$ cat src/rtl/serial_adder_if.sv
// Handshake and result bundle between a requester and serial_adder_ctrl.
// The ovf signal exists only when SERIAL_ADD_OVF_EN is defined.
interface serial_adder_if #(
    parameter int WIDTH = 8
);
    logic             start_valid;
    logic             start_ready;
    logic [WIDTH-1:0] a;
    logic [WIDTH-1:0] b;
    logic             c_in;
    logic             busy;
    logic             done;
    logic [WIDTH-1:0] sum;
    logic             c_out;
`ifdef SERIAL_ADD_OVF_EN
    logic             ovf;
`endif

    modport master (
        output start_valid, a, b, c_in,
        input  start_ready, busy, done, sum, c_out
`ifdef SERIAL_ADD_OVF_EN
        , input ovf
`endif
    );

    modport slave (
        input  start_valid, a, b, c_in,
        output start_ready, busy, done, sum, c_out
`ifdef SERIAL_ADD_OVF_EN
        , output ovf
`endif
    );
endinterface

$ cat src/rtl/serial_adder_ctrl.sv
// Bit-serial adder: one shared full adder, LSB first, WIDTH cycles per operation.
// Optional signed-overflow output enabled by macro SERIAL_ADD_OVF_EN.
module full_adder (
    input  logic i_a,
    input  logic i_b,
    input  logic i_c,
    output logic o_s,
    output logic o_c
);
    assign o_s = i_a ^ i_b ^ i_c;
    assign o_c = (i_a & i_b) | (i_c & (i_a ^ i_b));
endmodule

module serial_adder_ctrl #(
    parameter int WIDTH = 8
) (
    input  logic           clk,
    input  logic           rst_n,
    serial_adder_if.slave  bus
);
    localparam int CW = $clog2(WIDTH);
    localparam logic [CW-1:0] CNT_LAST = CW'(WIDTH - 1);
    localparam logic [CW-1:0] CNT_ONE  = CW'(1);

    localparam logic [1:0] S_IDLE = 2'd0;
    localparam logic [1:0] S_RUN  = 2'd1;
    localparam logic [1:0] S_DONE = 2'd2;

    logic [1:0]       r_state;
    logic [WIDTH-1:0] r_a;
    logic [WIDTH-1:0] r_b;
    logic [WIDTH-1:0] r_acc;
    logic [CW-1:0]    r_cnt;
    logic             r_carry;
    logic [WIDTH-1:0] r_sum;
    logic             r_cout;
    logic             r_ready;
    logic             r_busy;
    logic             r_done;
`ifdef SERIAL_ADD_OVF_EN
    logic             r_ovf;
`endif

    logic w_s;
    logic w_co;

    full_adder u_fa (
        .i_a (r_a[0]),
        .i_b (r_b[0]),
        .i_c (r_carry),
        .o_s (w_s),
        .o_c (w_co)
    );

    // Sequencing, operand shift registers and registered outputs; the visible
    // result only changes on the final RUN edge, so it stays stable mid-run.
    always_ff @(posedge clk) begin
        if (!rst_n) begin
            r_state <= S_IDLE;
            r_a     <= '0;
            r_b     <= '0;
            r_acc   <= '0;
            r_cnt   <= '0;
            r_carry <= 1'b0;
            r_sum   <= '0;
            r_cout  <= 1'b0;
            r_ready <= 1'b1;
            r_busy  <= 1'b0;
            r_done  <= 1'b0;
`ifdef SERIAL_ADD_OVF_EN
            r_ovf   <= 1'b0;
`endif
        end else begin
            case (r_state)
                S_IDLE: begin
                    r_done <= 1'b0;
                    if (bus.start_valid) begin
                        r_a     <= bus.a;
                        r_b     <= bus.b;
                        r_carry <= bus.c_in;
                        r_cnt   <= '0;
                        r_state <= S_RUN;
                        r_ready <= 1'b0;
                        r_busy  <= 1'b1;
                    end else begin
                        r_state <= S_IDLE;
                        r_ready <= 1'b1;
                        r_busy  <= 1'b0;
                    end
                end
                S_RUN: begin
                    r_a     <= r_a >> 1;
                    r_b     <= r_b >> 1;
                    r_acc   <= {w_s, r_acc[WIDTH-1:1]};
                    r_carry <= w_co;
                    if (r_cnt == CNT_LAST) begin
                        r_cnt   <= '0;
                        r_state <= S_DONE;
                        r_done  <= 1'b1;
                        r_sum   <= {w_s, r_acc[WIDTH-1:1]};
                        r_cout  <= w_co;
`ifdef SERIAL_ADD_OVF_EN
                        // r_carry is the carry into the MSB on this last step
                        r_ovf   <= r_carry ^ w_co;
`endif
                    end else begin
                        r_cnt   <= r_cnt + CNT_ONE;
                        r_state <= S_RUN;
                        r_done  <= 1'b0;
                    end
                end
                S_DONE: begin
                    r_state <= S_IDLE;
                    r_done  <= 1'b0;
                    r_busy  <= 1'b0;
                    r_ready <= 1'b1;
                end
                default: begin
                    r_state <= S_IDLE;
                    r_done  <= 1'b0;
                    r_busy  <= 1'b0;
                    r_ready <= 1'b1;
                end
            endcase
        end
    end

    assign bus.start_ready = r_ready;
    assign bus.busy        = r_busy;
    assign bus.done        = r_done;
    assign bus.sum         = r_sum;
    assign bus.c_out       = r_cout;
`ifdef SERIAL_ADD_OVF_EN
    assign bus.ovf         = r_ovf;
`endif
endmodule

$ cat src/flat_wrapper.sv
// flat-port wrapper written by rule: the top's interface ports become plain ports
module serial_adder_ctrl_flat 
#(
    parameter int WIDTH = 8
)
  (clk, rst_n, bus_start_valid, bus_a, bus_b, bus_c_in, bus_start_ready, bus_busy, bus_done, bus_sum, bus_c_out);
  serial_adder_if #(.WIDTH(WIDTH)) bus_i ();
  input  logic clk;
  input  logic rst_n;
  input wire logic [$bits(bus_i.start_valid)-1:0] bus_start_valid;
  input wire logic [$bits(bus_i.a)-1:0] bus_a;
  input wire logic [$bits(bus_i.b)-1:0] bus_b;
  input wire logic [$bits(bus_i.c_in)-1:0] bus_c_in;
  output wire logic [$bits(bus_i.start_ready)-1:0] bus_start_ready;
  output wire logic [$bits(bus_i.busy)-1:0] bus_busy;
  output wire logic [$bits(bus_i.done)-1:0] bus_done;
  output wire logic [$bits(bus_i.sum)-1:0] bus_sum;
  output wire logic [$bits(bus_i.c_out)-1:0] bus_c_out;
  assign bus_i.start_valid = bus_start_valid;
  assign bus_i.a = bus_a;
  assign bus_i.b = bus_b;
  assign bus_i.c_in = bus_c_in;
  assign bus_start_ready = bus_i.start_ready;
  assign bus_busy = bus_i.busy;
  assign bus_done = bus_i.done;
  assign bus_sum = bus_i.sum;
  assign bus_c_out = bus_i.c_out;
  serial_adder_ctrl #(.WIDTH(WIDTH)) u_core (.clk(clk), .rst_n(rst_n), .bus(bus_i));
endmodule
$ cat config.mk
export PLATFORM = sky130hd
export DESIGN_NAME = serial_adder_ctrl_flat
export DESIGN_NICKNAME = d
export VERILOG_FILES = /design/src/rtl/serial_adder_if.sv /design/src/rtl/serial_adder_ctrl.sv /design/src/flat_wrapper.sv
export SDC_FILE = /design/constraint.sdc
export NUM_CORES = 1
export LEC_CHECK = 0
export CORE_UTILIZATION = 40
export CTS_CLUSTER_SIZE = 30
export DETAILED_ROUTE_END_ITERATION = 12
export DONT_BUFFER_PORTS = 1
export PLACE_DENSITY = 0.57
export SKIP_LAST_GASP = 1
export SYNTH_ARGS = -nofsm -noshare
export SYNTH_HDL_FRONTEND = slang
export SYNTH_SLANG_ARGS = --single-unit
$ cat constraint.sdc
create_clock -name clk -period 2.6 [get_ports clk]
set_input_delay 0.78 -clock clk [delete_from_list [all_inputs] [get_ports clk]]
set_output_delay 0.78 -clock clk [all_outputs]
set_load 0.005 [all_outputs]
-- Yosys cells after proc, flatten, opt, wreduce, memory -nomap -nowiden
Index checks and enable logic that the tools add are counted.
- $add $sub $neg: 1
- multipliers: 0
- div/mod/pow operators: 0
- order comparisons: 0
- equal/unequal tests: 3
- shifts and indexed selects: 0
- multiplexer cells: 17
- bitwise operators: 5
- reduce and logical (&&, ||, !) cells: 5
- operators by type and width (kind ; number):
    8-bit one-hot mux with 2 select lines ; 2
    8-bit two-way mux ; 2
    3-bit two-way mux ; 2
    1-bit one-hot mux with 2 select lines ; 3
    3-bit one-hot mux with 2 select lines ; 1
    2-bit AND reduction ; 3
    1-bit two-way mux ; 5
    2-bit one-hot mux with 2 select lines ; 1
    3-bit by 1-bit adder with 3-bit output, second input constant ; 1
    3-bit equality test, second input constant ; 1
    1-bit bitwise AND ; 2
    2-bit by 1-bit equality test with 1-bit output, second input constant ; 1
    2-bit logical NOT ; 1
    2-bit two-way mux ; 1
    2-bit != test, second input constant ; 1
    2-bit nonzero test ; 1
    1-bit XOR ; 2
    1-bit OR ; 1
- bits in registers: 42
- bits in latches: 0
- RAM bits: 0
- memory bits (read-only): 0
- input bits: 20
- output and inout port bits: 12
- word-level logic and storage cells: 42
- memories: 0

-- Longest topological paths before layout
- depth in word-level cells: 4
- gate-level depth with buffers: 6
- mapped depth without buffers: 5

-- Modules after synthesis
From an unflattened synthesis, not the netlist that was laid out.
- cells, all modules: 187
- area, all modules: 1702.9 sq um
- modules (own cells, without submodules) (module ; instances ; cells each ; area each (sq um) ; sequential area each (sq um)):
    serial_adder_ctrl ; 1 ; 186 ; 1682.9 ; 820.8
    full_adder ; 1 ; 1 ; 20.0 ; 0.0

-- Worst setup path after synthesis
Ideal clock, no wire load.
- kind: in2reg
- start: input rst_n
- end: register u_core.r_a[5]
- setup time: 126 ps
- arrival time: 1482 ps
- data required time: 2474 ps
- slack: 993 ps
- stages on the path: 5
- path buffers: 2
- cell sequence: buf_4 nor2b_1 o21ai_1 clkbuf_2 o21ai_0
- RTL lines (what ; line ; RTL):
    from (decl) ; flat_wrapper.sv:9 ; input logic rst_n;
    to (signal assigned) ; serial_adder_ctrl.sv:78 ; r_a <= bus.a;
    to (signal assigned) ; serial_adder_ctrl.sv:92 ; r_a <= r_a >> 1;
    to (decl) ; serial_adder_ctrl.sv:30 ; logic [WIDTH-1:0] r_a;

-- Worst setup path in the final report
- start: register u_core.r_state[0]
- end: register u_core.r_acc[5]
- word-level cells in the longest chain between the ends: 1
- ends and longest elaborated chain (what ; line ; RTL):
    from (decl) ; serial_adder_ctrl.sv:29 ; logic [1:0] r_state;
    from (signal assigned) ; serial_adder_ctrl.sv:59 ; r_state <= S_IDLE;
    from (signal assigned) ; serial_adder_ctrl.sv:82 ; r_state <= S_RUN;
    from (signal assigned) ; serial_adder_ctrl.sv:86 ; r_state <= S_IDLE;
    2-bit by 1-bit equality test with 1-bit output ; serial_adder_ctrl.sv:74 ; case (r_state)
    to (signal assigned) ; serial_adder_ctrl.sv:94 ; r_acc <= {w_s, r_acc[WIDTH-1:1]};
    to (decl) ; serial_adder_ctrl.sv:32 ; logic [WIDTH-1:0] r_acc;
Every way passes these cells.
A chain may end at the register's enable or synchronous reset.

==> results.sh <==
export IMPL_die_w_um=67.2
export IMPL_finalCritPeriodShare_pct=65.1
export IMPL_clock_fmax_mhz=591
export IMPL_crit_type="reg -> reg"
export IMPL_rows=23
export IMPL_setup_tns_ps=0
export IMPL_synth_seq_cells=41
export IMPL_relSlewSlack_pct=48.5
export IMPL_netlist_area_sq_um=1700
export IMPL_crit_required_ps=2820
export IMPL_min_path_type="reg -> reg"
export IMPL_total_power_mw=1.37
export IMPL_drt_iter0_markers=126
export IMPL_worstPathCellList="nor2b_1 -> nand2_1 -> a21boi_0"
export IMPL_finalWirelength_um=3390
export IMPL_cp_slowest_cell="dfxtp_1"
export IMPL_worst_clock_skew_ps=7.27
export IMPL_fin_crit_ps=1690
export IMPL_cts_sinks=41
export IMPL_setup_viol=0
export IMPL_n_antenna_cell=0
export IMPL_tritoncts="done"
export IMPL_post_cts_resize_count=0
export IMPL_yosys_warnings=0
export IMPL_worstPathArrival_ps=1910
export IMPL_grt_pass1_wl_um=5620
export IMPL_finalHoldViolCount=0
export IMPL_grt_max_degree=55
export IMPL_rsz0062_at_grt="no"
export IMPL_final_antenna_net_count=0
export IMPL_via_per_inst=5.49
export IMPL_cts_hold_buffers=0
export IMPL_drive_above_1_share_pct=6.52
export IMPL_grt_pass1_vias=1204
export IMPL_place_congestion=0.674
export IMPL_ys_types=24
export IMPL_place_area_sq_um=1710
export IMPL_via_count=1284
export IMPL_finalNonFillerCells=234
export IMPL_root_buffer="clkbuf_8"
export IMPL_drv_slew=0
export IMPL_wl_per_cell_um=14.5
export IMPL_synth_yosys_seq_area_share_pct=48.3
export IMPL_clk_latency_ps=290
export IMPL_cts_buffers=5
export IMPL_clockBufferDepth=2
export IMPL_layout_common_cells="dfxtp_1 (41), nand2_1 (30), nand3_1 (21), o21ai_0 (19)"
export IMPL_area_growth_pct=8.33
export IMPL_final_area_sq_um=1840
export IMPL_max_stage_delay_ps=720
export IMPL_path_buf_inv=0
export IMPL_worstMarginPinSlew_ps=771
export IMPL_core_area_sq_um=4030
export IMPL_maxCapViolCount=0
export IMPL_cp_end_kind="register"
export IMPL_fillerInstances=403
export IMPL_grt_ovfl_total=0
export IMPL_final_common_cell="dfxtp_1"
export IMPL_dr_pass1_iters=4
export IMPL_dp_cells=226
export IMPL_h_tree_depth=2
export IMPL_peakVddDrop_uv=352
export IMPL_start_kind="register"
export IMPL_dp_hpwl_um=2190
export IMPL_synthCells=187
export IMPL_initial_core_util_pct=42.1
export IMPL_leakage_nw=0.694
export IMPL_clk_pin_slew_ps=80
export IMPL_grt_use_total_pct=17.0
export IMPL_die_h_um=67.2
export IMPL_io_pins=32
export IMPL_cts_setup_buffers=0
export IMPL_syn_num_nets=210
export IMPL_die_area_sq_um=4510
export IMPL_grt_antenna_before_repair=0
export IMPL_path_delay_family="simple AND/OR/NAND/NOR gates"
export IMPL_synth_area_per_cell_sq_um=9.08
export IMPL_holdWs_ps=460
export IMPL_remaining_drc_errors=0
export IMPL_critPathMaxFanout=15
export IMPL_powerDensity_nw_per_um2=744
export IMPL_nNetsFinal=206
export IMPL_io_buffers=0
export IMPL_status="completed"
## tightest hold or removal path, cell delays in order (launching register included)
cell     delay, ps
dfxtp_1        320
nand3_1         60
nand2_1         40
## final timing paths
path	slack, ps	start	endpoint	cells after the start
min reg2reg	460	u_core.r_acc[1]	u_core.bus.sum[0]	2
max reg2reg	910	u_core.r_state[0]	u_core.r_acc[5]	3
max	910	u_core.r_state[0]	u_core.r_acc[5]	3
min	460	u_core.r_acc[1]	u_core.bus.sum[0]	2
## synthesized netlist by cell type
master / count / area share (%)
a21boi_0: 7 / 3.1
a21oi_1: 2 / 0.59
and2_1: 2 / 0.74
and3b_1: 1 / 0.52
buf_2: 4 / 1.2
buf_4: 1 / 0.44
buf_6: 2 / 1.3
clkbuf_1: 6 / 1.3
clkbuf_2: 1 / 0.29
dfxtp_1: 41 / 48
fa_1: 1 / 1.2
ha_1: 2 / 1.5
inv_1: 1 / 0.22
mux2i_1: 15 / 8.8
nand2_1: 30 / 6.6
nand2b_1: 3 / 1.1
nand3_1: 21 / 6.2
nand3b_2: 1 / 0.66
nor2_1: 5 / 1.1
nor2b_1: 4 / 1.5
o211ai_1: 15 / 6.6
o21ai_0: 19 / 5.6
o21ai_1: 1 / 0.29
o22ai_1: 2 / 0.74
## metal layers
layer,GRT usage (%),vias to the layer above,part of all wire (%)
met5,0,-,0
met4,6.38,0,1.3
met3,7.60,7,8.0
met2,25.0,42,43
met1,21.7,584,48
li1,-,651,-
## area by class of cell
| class | count | area (sq um) | area share (%) |
|---|---|---|---|
| sequential | 41 | 821 | 44.6 |
| multi-input combinational | 131 | 796 | 43.3 |
| clock buffer | 5 | 68.8 | 3.74 |
| clock inverter | 3 | 65.1 | 3.54 |
| tap | 50 | 62.6 | 3.40 |
| timing repair buffer | 3 | 22.5 | 1.22 |
| inverter | 1 | 3.75 | 0.204 |
## flip-flops by register name, summed over array words and instances, names as in the netlist
name and flops:
u_core.r_carry 1, u_core.r_a 8, u_core.r_cnt 3, u_core.bus.start_ready 1
u_core.bus.busy 1, u_core.r_state 2, u_core.bus.c_out 1, u_core.r_b 8
u_core.bus.sum 8, u_core.r_acc 7, u_core.bus.done 1
## kinds of logic after synthesis
kind of cell	share of synthesized area (%)
and+or+nand+nor	18.4
AOI/OAI and AO/OA	16.9
DFF	48.3
buffers and inverters	4.79
muxes	8.84
adders and majority gates	2.65
## metrics by stage
step                      utilization (%)  setup WS (ps)
after floorplan                         -            993
after global placement               42.3           1020
after global routing                 45.7            746
final                                45.7            908
after detailed placement             42.3            943
after CTS                            45.7            913
## power breakdown
group          internal [mW]  total (mW)  switching [mW]
clock                  0.381       0.608           0.226
combinational         0.0389      0.0839          0.0449
sequential             0.655       0.678          0.0225
Power figures use the tool's default switching activity.
